### config.mk
export PLATFORM = sky130hd
export DESIGN_NAME = limb_add_seq
export DESIGN_NICKNAME = d
export VERILOG_FILES = /design/src/rtl/limb_add_seq.sv
export SDC_FILE = /design/constraint.sdc
export NUM_CORES = 1
export LEC_CHECK = 0
export CAP_MARGIN = 30
export CORE_MARGIN = 2
export CORE_UTILIZATION = 24
export CTS_BUF_LIST = sky130_fd_sc_hd__clkbuf_2 sky130_fd_sc_hd__clkbuf_4 sky130_fd_sc_hd__clkbuf_8
export DETAILED_ROUTE_END_ITERATION = 8
export PLACE_DENSITY = 0.55
export SYNTH_ARGS = -nofsm -noshare
export SYNTH_HDL_FRONTEND = slang
export SYNTH_SLANG_ARGS = --single-unit
### constraint.sdc
create_clock -name clk -period 6.35 [get_ports clk]
set_clock_uncertainty 0.2 [all_clocks]
set_input_delay 0.9525 -clock clk [delete_from_list [all_inputs] [get_ports clk]]
set_output_delay 0.9525 -clock clk [all_outputs]
set_load 0.1 [all_outputs]
### src/rtl/limb_add_seq.sv
// -----------------------------------------------------------------------------
// limb_add_seq
//
// Sequential multi-precision adder front end. Operand pairs arrive one
// WIDTH-bit limb per cycle on a valid/ready stream, least-significant limb
// first. The carry is held in a register between limbs. Each accepted limb
// produces one registered sum limb a cycle later. The final limb of a
// transaction also carries the transaction carry-out.
//
// Ports
//   clk        in   clock, all state on rising edge
//   rst_n      in   synchronous active-low reset
//   in_valid   in   limb pair present
//   in_ready   out  block can accept a limb this cycle
//   in_a       in   operand A limb [WIDTH]
//   in_b       in   operand B limb [WIDTH]
//   in_cin     in   carry-in, used only on a limb treated as first
//   in_first   in   least-significant limb of a transaction
//   in_last    in   most-significant limb of a transaction
//   out_valid  out  out_sum holds a result limb
//   out_ready  in   downstream accepts result
//   out_sum    out  sum limb [WIDTH]
//   out_last   out  result limb closes its transaction
//   out_cout   out  transaction carry-out (0 unless out_last)
//   err        out  sticky protocol error flag
//   err_clr    in   clears err
// -----------------------------------------------------------------------------
module limb_add_seq #(
    parameter int WIDTH     = 26,
    parameter int MAX_LIMBS = 4
) (
    input  logic             clk,
    input  logic             rst_n,
    input  logic             in_valid,
    output logic             in_ready,
    input  logic [WIDTH-1:0] in_a,
    input  logic [WIDTH-1:0] in_b,
    input  logic             in_cin,
    input  logic             in_first,
    input  logic             in_last,
    output logic             out_valid,
    input  logic             out_ready,
    output logic [WIDTH-1:0] out_sum,
    output logic             out_last,
    output logic             out_cout,
    output logic             err,
    input  logic             err_clr
);

    localparam int CNT_W = $clog2(MAX_LIMBS + 1);
    localparam logic [CNT_W-1:0] CNT_FINAL = CNT_W'(MAX_LIMBS - 1);

    typedef enum logic {IDLE, BUSY} state_t;

    state_t           state, state_nxt;
    logic [CNT_W-1:0] limb_cnt, limb_cnt_nxt;
    logic             carry_q;

    logic             accept;
    logic             xfer;
    logic             start;
    logic             err_set;
    logic             eff_last;
    logic             cin_eff;
    logic [WIDTH:0]   add_res;

    // Unsigned WIDTH+1 bit add: {carry, sum} = a + b + cin.
    function automatic logic [WIDTH:0] add_limb(input logic [WIDTH-1:0] a,
                                                input logic [WIDTH-1:0] b,
                                                input logic             cin);
        return {1'b0, a} + {1'b0, b} + {{WIDTH{1'b0}}, cin};
    endfunction

    // Single output register with no skid buffer: accept only when the
    // register is empty or draining this cycle.
    assign in_ready = !out_valid || out_ready;
    assign accept   = in_valid && in_ready;
    assign xfer     = out_valid && out_ready;

    always_ff @(posedge clk) begin
        if (!rst_n) begin
            state    <= IDLE;
            limb_cnt <= '0;
        end else begin
            state    <= state_nxt;
            limb_cnt <= limb_cnt_nxt;
        end
    end

    always_comb begin
        state_nxt    = state;
        limb_cnt_nxt = limb_cnt;
        start        = 1'b0;
        err_set      = 1'b0;
        eff_last     = in_last;
        if (accept) begin
            if (state == IDLE || in_first) begin
                // Any limb seen in IDLE, or a restart while BUSY, opens a
                // new transaction; a missing or unexpected in_first is flagged
                // but the limb is still processed as a first limb.
                start   = 1'b1;
                err_set = (state == IDLE) ? !in_first : 1'b1;
                if (in_last) begin
                    state_nxt    = IDLE;
                    limb_cnt_nxt = '0;
                end else begin
                    state_nxt    = BUSY;
                    limb_cnt_nxt = CNT_W'(1);
                end
            end else if (in_last) begin
                state_nxt    = IDLE;
                limb_cnt_nxt = '0;
            end else if (limb_cnt == CNT_FINAL) begin
                // Transaction would exceed MAX_LIMBS: close it here.
                err_set      = 1'b1;
                eff_last     = 1'b1;
                state_nxt    = IDLE;
                limb_cnt_nxt = '0;
            end else begin
                limb_cnt_nxt = limb_cnt + CNT_W'(1);
            end
        end
    end

    assign cin_eff = start ? in_cin : carry_q;
    assign add_res = add_limb(in_a, in_b, cin_eff);

    // Output stage: registered sum limb, flags and inter-limb carry.
    always_ff @(posedge clk) begin
        if (!rst_n) begin
            out_valid <= 1'b0;
            out_sum   <= '0;
            out_last  <= 1'b0;
            out_cout  <= 1'b0;
            carry_q   <= 1'b0;
        end else if (accept) begin
            out_valid <= 1'b1;
            out_sum   <= add_res[WIDTH-1:0];
            out_last  <= eff_last;
            out_cout  <= eff_last ? add_res[WIDTH] : 1'b0;
            carry_q   <= add_res[WIDTH];
        end else if (xfer) begin
            out_valid <= 1'b0;
        end
    end

    // A new error wins over a simultaneous clear.
    always_ff @(posedge clk) begin
        if (!rst_n) begin
            err <= 1'b0;
        end else if (err_set) begin
            err <= 1'b1;
        end else if (err_clr) begin
            err <= 1'b0;
        end
    end

endmodule

## Word level (Yosys, flattened, before mapping)

Index checks and enable logic that the tools add are counted.

| word-level totals | value |
|---|---|
| register bits after elaboration | 35 |
| input port bits | 60 |
| word-level logic and storage cells | 47 |

| operators by class | value |
|---|---|
| reductions and logical operators | 10 |
| muxes and demuxes | 24 |
| bitwise gates (word level) | 1 |
| equality and inequality tests | 1 |
| $add $sub $neg | 3 |

Operators by type and width:

| operator | count |
|---|---|
| 26-bit by 26-bit adder with 27-bit output | 1 |
| 27-bit by 1-bit adder with 27-bit output | 1 |
| 1-bit 2-to-1 mux | 21 |
| 3-bit 2-to-1 mux | 3 |
| 2-bit nonzero test | 2 |
| 3-bit by 1-bit adder with 3-bit output (second input constant) | 1 |
| 3-bit by 2-bit equality test with 1-bit output (second input constant) | 1 |
| 3-bit nonzero test | 1 |
| 1-bit logical AND | 2 |
| 1-bit logical NOT | 2 |
| 1-bit logical OR | 2 |
| 2-bit AND reduction | 1 |
| 1-bit inverter | 1 |

## Logic depth before layout (Yosys ltp)

Gate-level depths: netlist of run 1.

| depth | value |
|---|---|
| depth after elaboration | 7 |
| depth in mapped cells | 14 |
| depth with buffers taken out | 13 |

## Worst setup path before layout of run 1

OpenSTA, ideal clock, no wires.

| timing path | value |
|---|---|
| kind | flip-flop to flip-flop |
| start | reg out_valid |
| end | reg out_sum[24] |
| required time | 6.085 ns |
| stages on the path, launching flop included | 15 |
| buffers on the path | 1 |
| arrival time | 4.751 ns |
| setup slack | 1.335 ns |
| cells stage by stage | dfxtp_1 > nand2b_1 > and2_1 > clkbuf_1 > nand2_1 > mux2i_1 > fa_1 > fa_1 > nor2b_1 > o21bai_4 > a21oi_2 > o311ai_4 > o31a_1 > or4_1 > nand3_1 |

| between the ends | value |
|---|---|
| word-level cells in the longest chain between the ends | 6 |

RTL lines:

| item | line | source |
|---|---|---|
| from (decl) | 41 | `output logic out_valid,` |
| from (signal assigned) | 131 | `out_valid <= 1'b0;` |
| from (signal assigned) | 137 | `out_valid <= 1'b1;` |
| from (signal assigned) | 143 | `out_valid <= 1'b0;` |
| 1-bit logical NOT (*) | 76 | `assign in_ready = !out_valid \|\| out_ready;` |
| 1-bit logical OR (*) | 76 |  |
| named net in_ready | 35 | `output logic in_ready,` |
| 1-bit logical AND (*) | 77 | `assign accept = in_valid && in_ready;` |
| 1-bit 2-to-1 mux | 96 | `if (accept) begin` |
| 1-bit 2-to-1 mux | 125 | `assign cin_eff = start ? in_cin : carry_q;` |
| 27-bit by 1-bit adder with 27-bit output | 71 | `return {1'b0, a} + {1'b0, b} + {{WIDTH{1'b0}}, cin};` |
| to (signal assigned) | 138 | `out_sum <= add_res[WIDTH-1:0];` |
| to (decl) | 43 | `output logic [WIDTH-1:0] out_sum,` |

Mark *: on every way through the listed nets, which the timed path passes. The rest lies on a longest branch.
A chain may end at the register's enable or synchronous reset.

## Final worst setup path of run 1

| timing path | value |
|---|---|
| start | in out_ready |
| end | reg out_sum[22] |

| between the ends | value |
|---|---|
| word-level cells in the longest chain between the ends | 5 |

RTL lines:

| item | line | source |
|---|---|---|
| from (decl) | 42 | `input logic out_ready,` |
| 1-bit logical OR (*) | 76 |  |
| 1-bit logical AND (*) | 77 |  |
| 1-bit 2-to-1 mux | 96 |  |
| 1-bit 2-to-1 mux | 125 |  |
| 27-bit by 1-bit adder with 27-bit output | 71 |  |

Mark *: on every way between the ends. The rest lies on a longest branch, timed or not.

==> results of run 1 <==
==> layer usage <==
layer / wire, um / share of wire (%)
met5: 0 / 0
met4: 163 / 2.1
met1: 3764 / 48
met3: 378 / 4.8
met2: 3563 / 45
==> cells by family (layout without fill, tap and decap cells) <==
| logic type | Yosys count | in the layout | share of synthesized area, % |
|---|---|---|---|
| simple gates | 121 | 121 | 23.20 |
| compound gates | 112 | 112 | 28.48 |
| flops | 35 | 35 | 26.40 |
| fa+ha+maj | 28 | 28 | 13.77 |
| buf+inv | 22 | 109 | 3.158 |
| xor+xnor | 14 | 14 | 4.621 |
| mux | 1 | 1 | 0.3772 |
==> placed cells by master, fill, tap and decap left out, types with 9 or more instances in the layout <==
master / n
a21oi_1: 22
nor2_1: 9
nand3_1: 13
dfxtp_1: 35
nand4_1: 10
o21ai_0: 33
clkdlybuf4s50_1: 90
ha_1: 26
nand2_1: 42
and2_1: 9
inv_1: 9
nor3_1: 9
==> flip-flops by register name, summed over array words and instances (netlist names) <==
| signal | count |
|---|---|
| limb_cnt | 3 |
| out_valid | 1 |
| out_cout | 1 |
| carry_q | 1 |
| out_last | 1 |
| err | 1 |
| out_sum | 26 |
| state | 1 |
==> path summary, 6_finish.rpt <==
check              startpoint          end  slack, ns  depth (start not counted)
hold reg to reg   out_sum[20]  out_sum[20]       0.26                          2
setup / recovery    out_ready  out_sum[22]       1.73                         15
setup reg to reg    out_valid  out_sum[22]       2.57                         14
hold / removal    out_sum[20]  out_sum[20]       0.26                          2
==> where the power goes <==
| group | internal [mW] | switching [mW] | total (mW) |
|---|---|---|---|
| sequential | 0.240 | 0.0129 | 0.253 |
| clock | 0.127 | 0.0878 | 0.215 |
| combinational | 0.135 | 0.263 | 0.398 |
| total | 0.503 | 0.364 | 0.867 |
==> per-stage QoR <==
step                      hold slack [ns]  area, um^2  power, mW  worst slack (ns)  utilization (%)
after floorplan                    0.2532        2654     0.5398             1.335                -
after global placement             0.2413        3695     0.6545             1.566            34.23
after detailed placement           0.2465        3695     0.6572             1.451            34.23
after CTS                          0.2636        3812     0.8734             1.744            35.32
after global routing               0.2979        3812     0.9100             1.374            35.32
final                              0.2590        3812     0.8666             1.733            35.32
==> tightest hold or removal path: stages (launching register included) <==
cell and delay, ns:
dfxtp_1 0.33, nand2_1 0.05, o21ai_0 0.05
==> final cells by class <==
class                           instances  area [um^2]  share of cell area (%)
Tap cell                              140        175.2                   4.595
Clock buffer                            6        82.58                   2.166
Clock inverter                          2        35.03                  0.9189
Multi-Input combinational cell        276         1869                   49.03
Inverter                                9        33.78                  0.8861
Sequential cell                        35        700.7                   18.38
Timing Repair Buffer                   92        915.9                   24.02
==> impl_metrics.toml, run 1 <==
[worst_setup_path]
endpoint_kind = "flip-flop"
cpMostUsedCell = "fa_1"
cp_cell_sequence = "clkdlybuf4s50_1 -> nand2b_1 -> and2_1 -> buf_4 -> nand2_1 -> mux2i_1 -> fa_1 -> fa_1 -> nor2b_1 -> o21bai_4 -> a21oi_2 -> o311ai_4 -> o41ai_1 -> o21ai_0 -> a32o_1"
worstSetupPathType = "input pin to flip-flop"
required_ns = 6.33
worst_path_largest_cell_delay_ns = 0.45
slowest_stage = "clkdlybuf4s50_1"
crit_fanout = 24
cp.buffers_inverters = 2
cp_top_family = "compound AO/OA/AOI/OAI gates"
crit_arrival_ns = 4.60
worstSetupStartpointType = "input pin"

[sta]
worst_slew_pin_slew_ns = 1.013
final_max_slew_viol_count = 0
rsz0062_at_grt = "no"
relSlewSlack_pct = 32.25
tns_ns = 0
fmax_mhz = 216.6
setup_viol = 0
fin_crit_sh_pct = 72.71
min_period_ns = 4.617
hold_viol_final = 0

[route]
drt-vias-per-instance = 4.900
vias = 2744
wire_per_inst_um = 14.05
drt_wl_total_um = 7869
first_pass_iters = 4
ant_nets = 0
drt_iter0_drc = 136
drc = 0

[grt]
grt_overflow = 0
globalRouteMet3Util_pct = 2.391
track_usage_pct = 13.42
grt_busiest_layer = "met2"
grt_pass1_vias = 2762
grt_max_degree = 35
use_met2_pct = 22.01
grt_first_pass_wirelength_um = 12770
gr-usage-met1_pct = 17.46
antenna_found_initial = 0

[cells_and_area]
fillCellCount = 1156
antenna_cells = 0
layout-drive-gt1-share_pct = 4.048
final_cells = 560
area_growth_pct = 43.66
layout.nets = 507

[placement]
dp.cells = 552
place.port_buffers = 90
dp_hpwl_um = 6261
place.gp.congestion = 0.8618

[yosys]
synth_top_area_share_pct = 26.40
synth_top_area_cell = "dfxtp_1"
synth_ff_type = "dfxtp_1"
async_flop_share_pct = 0
yosys_warnings = 0
synth.distinct_cells = 51
post_synth_inst_count = 333
synth_common_cells = "nand2_1 (42), dfxtp_1 (35), o21ai_0 (33)"
ys_seq_elements = 35
synth_area_leaders = "dfxtp_1 (26%), ha_1 (12%), o21ai_0 (6.2%)"
seq_area_frac_synth_pct = 26.40
synth.most_common_cell = "nand2_1"
syn_area_mm2 = 0.002654
syn_avg_cell_area_um2 = 7.969
synth-edff-count = 0
synth_nets = 421

[cts]
cts_tree = "built"
cts_buffers = 5
clk_latency_ns = 0.29
h-tree-depth = 2
clockRootBuffer = "clkbuf_8"
cts.clk_slew.worst_paths_ns = 0.07
postCtsSetupBuffers = 0
cts_hold_buf = 0
cts_sinks = 35
cts_buffer_depth = 2
ctsResizeCount = 0

[floorplanning]
die_x_um = 109.2
die_y_um = 109.2
design.portCount = 91
die_area_mm2 = 0.01191
coreArea_mm2 = 0.01079
initial_utilization_pct = 24.59
row_count = 38

[worst_hold_path]
hp-class = "flip-flop to flip-flop"

[job]
cap_violations = 0

[power]
cellLeakagePower_nw = 1.474
power_density_mw_per_mm2 = 227.3
max-vdd-ir-drop_mv = 0.09665

[outcome]
outcome = "finished, final reports clean"
Power figures use the tool's default switching activity.
==> run 2, diff against run 1 <==
--- a/config.mk
+++ b/config.mk
@@ -10,7 +10,7 @@
 export CORE_UTILIZATION = 24
 export CTS_BUF_LIST = sky130_fd_sc_hd__clkbuf_2 sky130_fd_sc_hd__clkbuf_4 sky130_fd_sc_hd__clkbuf_8
 export DETAILED_ROUTE_END_ITERATION = 8
-export PLACE_DENSITY = 0.55
+export PLACE_DENSITY = 0.56
 export SYNTH_ARGS = -nofsm -noshare
 export SYNTH_HDL_FRONTEND = slang
 export SYNTH_SLANG_ARGS = --single-unit
==> constraint.sdc (replaced) <==
create_clock -name clk -period 4 [get_ports clk]
set_clock_uncertainty 0.2 [all_clocks]
set_input_delay 0.6 -clock clk [delete_from_list [all_inputs] [get_ports clk]]
set_output_delay 0.6 -clock clk [all_outputs]
set_load 0.1 [all_outputs]
==> run 2 against run 1 <==
  * Sequential share of layout area fell by 0.21 points
  * Clock power rose by 29%
  * Non-clock buffer count rose by 10
  * Via count rose by 0.62%
==> impl_metrics.toml, run 2 (synthesis gave the netlist of run 1 again) <==
[grt]
grt_overflow = 0
grt_max_degree = 24
grt_pass1_vias = 2658
track_usage_pct = 13.43
antenna_found_initial = 0
grt_first_pass_wirelength_um = 12650

[cts]
cts_buffer_depth = 2
cts.clk_slew.worst_paths_ns = 0.07
cts_tree = "built"
clk_latency_ns = 0.29
cts_buffers = 5
h-tree-depth = 2
cts_sinks = 35
clockRootBuffer = "clkbuf_8"

[worst_setup_path]
cp.buffers_inverters = 1
endpoint_kind = "flip-flop"
slowest_stage = "clkdlybuf4s50_1"
crit_arrival_ns = 3.84
cp_cell_sequence = "clkdlybuf4s50_1 -> nand2b_4 -> and2_1 -> nand2_1 -> mux2i_1 -> fa_1 -> fa_1 -> nor2b_2 -> o21bai_4 -> a21oi_2 -> o311ai_4 -> o31a_1 -> or4_1 -> nand3_1"
cp_top_family = "simple AND/OR/NAND/NOR gates"
crit_fanout = 5
worstSetupPathType = "input pin to flip-flop"
cpMostUsedCell = "fa_1"
worst_path_largest_cell_delay_ns = 0.46
worstSetupStartpointType = "input pin"
required_ns = 4.03

[cells_and_area]
area_growth_pct = 46.06
largest_register_ffs = 26
layout.nets = 517
top_register = "out_sum"
layout-drive-gt1-share_pct = 7.209
antenna_cells = 0
final_cells = 570
fin_area_mm2 = 0.003876
layout_common_cells = "clkdlybuf4s50_1 (89), nand2_1 (42), dfxtp_1 (34)"
final_common_cell = "clkdlybuf4s50_1"
fillCellCount = 1139
reg_top3 = "out_sum (26), limb_cnt (3)"

[floorplanning]
die_area_mm2 = 0.01191
design.portCount = 91
row_count = 38
die_x_um = 109.2
die_y_um = 109.2
initial_utilization_pct = 24.59
coreArea_mm2 = 0.01079

[sta]
fmax_mhz = 262.8
hold_viol_final = 0
worst_slew_pin_slew_ns = 1.026
min_period_ns = 3.805
final_max_slew_viol_count = 0
holdWs_ns = 0.2598
relSlewSlack_pct = 31.38
rsz0062_at_grt = "no"
setup_viol = 0
fin_crit_sh_pct = 95.12

[route]
drt-vias-per-instance = 4.844
ant_nets = 0
first_pass_iters = 4
drt_iter0_drc = 93
wire_per_inst_um = 14.12
vias = 2761
drt_wl_total_um = 8051
drc = 0

[power]
max-vdd-ir-drop_mv = 0.1402
power_density_mw_per_mm2 = 342.1
totalPowerFinal_mw = 1.326
cellLeakagePower_nw = 1.519

[placement]
dp.cells = 562
dp_hpwl_um = 6414
placed_cell_area_mm2 = 0.003779
place.port_buffers = 90
place.gp.congestion = 0.8455

[job]
cap_violations = 0

[outcome]
outcome = "finished, final reports clean"

[worst_hold_path]
hp-class = "flip-flop to flip-flop"
run 2: cell types whose count changed in the layout (fill, tap and decap cells not counted):
cell and change:
dfxtp_4 +1, buf_4 +11, bufinv_16 -1, clkdlybuf4s50_1 -1, nand2b_1 -1, nor2b_1 -1, clkbuf_4 +1, dfxtp_1 -1
nand2b_4 +1, nor2b_2 +1
run 2: layout make-up:
cell class                      instances  area, um^2  area share [%]
Inverter                                9       33.78          0.8715
Multi-Input combinational cell        276        1879           48.48
Sequential cell                        35       704.4           18.17
Tap cell                              140       175.2           4.519
Clock inverter                          1       5.005          0.1291
Clock buffer                            7       90.09           2.324
Timing Repair Buffer                  102       988.4           25.50
run 2: path summary, 6_finish.rpt:
| path | from | to | slack (ns) | depth (start not counted) |
|---|---|---|---|---|
| worst min-delay path | out_sum[23] | out_sum[23] | 0.26 | 2 |
| worst max-delay path | out_ready | out_sum[24] | 0.20 | 14 |
| worst max register to register | out_valid | out_sum[24] | 0.67 | 13 |
| worst min register to register | out_sum[23] | out_sum[23] | 0.26 | 2 |
run 2: per-layer routing:
layer  share of wire [%]  wire length [um]  vias up  GRT usage, %
li1                    -                 -     1419             -
met1                  48              3892     1283         18.03
met2                  47              3758       53         22.14
met3                 3.9               316        6         2.391
met4                 1.0                82        0         3.480
met5                   0                 0        -             0
run 2: metrics by stage:
step                      setup slack (ns)  util, %  TNS (ns)
after floorplan                    0.04966        -         0
after global placement             -0.1203    35.01   -0.2785
after detailed placement           -0.1329    35.01   -0.3590
after CTS                           0.1557    35.89         0
after global routing               0.01607    35.91         0
final                               0.1951    35.91         0
run 2: what timing repair did:
| action | 4_1_cts | 5_1_grt |
|---|---|---|
| hold buffers | 0 | 0 |
| setup endpoints to repair | 0 | 2 |
| buffers inserted | 0 | 0 |
| gates resized for setup | 0 | 1 |
run 2: report_power, final:
group | leakage (nW) | internal (mW) | switching (mW)
registers | 0.289 | 0.381 | 0.0199
clock network | 0.0517 | 0.146 | 0.132
logic | 1.18 | 0.223 | 0.423
total | 1.52 | 0.751 | 0.575
run 2: worst min-delay path, cell delays in order, from the launching register on:
cell,delay [ns]
dfxtp_1,0.33
nand2_1,0.04
o21ai_0,0.05
==> run 3, diff against run 2 <==
--- a/config.mk
+++ b/config.mk
@@ -5,12 +5,13 @@
 export SDC_FILE = /design/constraint.sdc
 export NUM_CORES = 1
 export LEC_CHECK = 0
-export CAP_MARGIN = 30
+export CAP_MARGIN = 20
 export CORE_MARGIN = 2
 export CORE_UTILIZATION = 24
 export CTS_BUF_LIST = sky130_fd_sc_hd__clkbuf_2 sky130_fd_sc_hd__clkbuf_4 sky130_fd_sc_hd__clkbuf_8
 export DETAILED_ROUTE_END_ITERATION = 8
 export PLACE_DENSITY = 0.56
+export SKIP_LAST_GASP = 1
 export SYNTH_ARGS = -nofsm -noshare
 export SYNTH_HDL_FRONTEND = slang
 export SYNTH_SLANG_ARGS = --single-unit
==> results of run 3 <==
No change in the layout: final DEF, timing and power equal those of run 2.
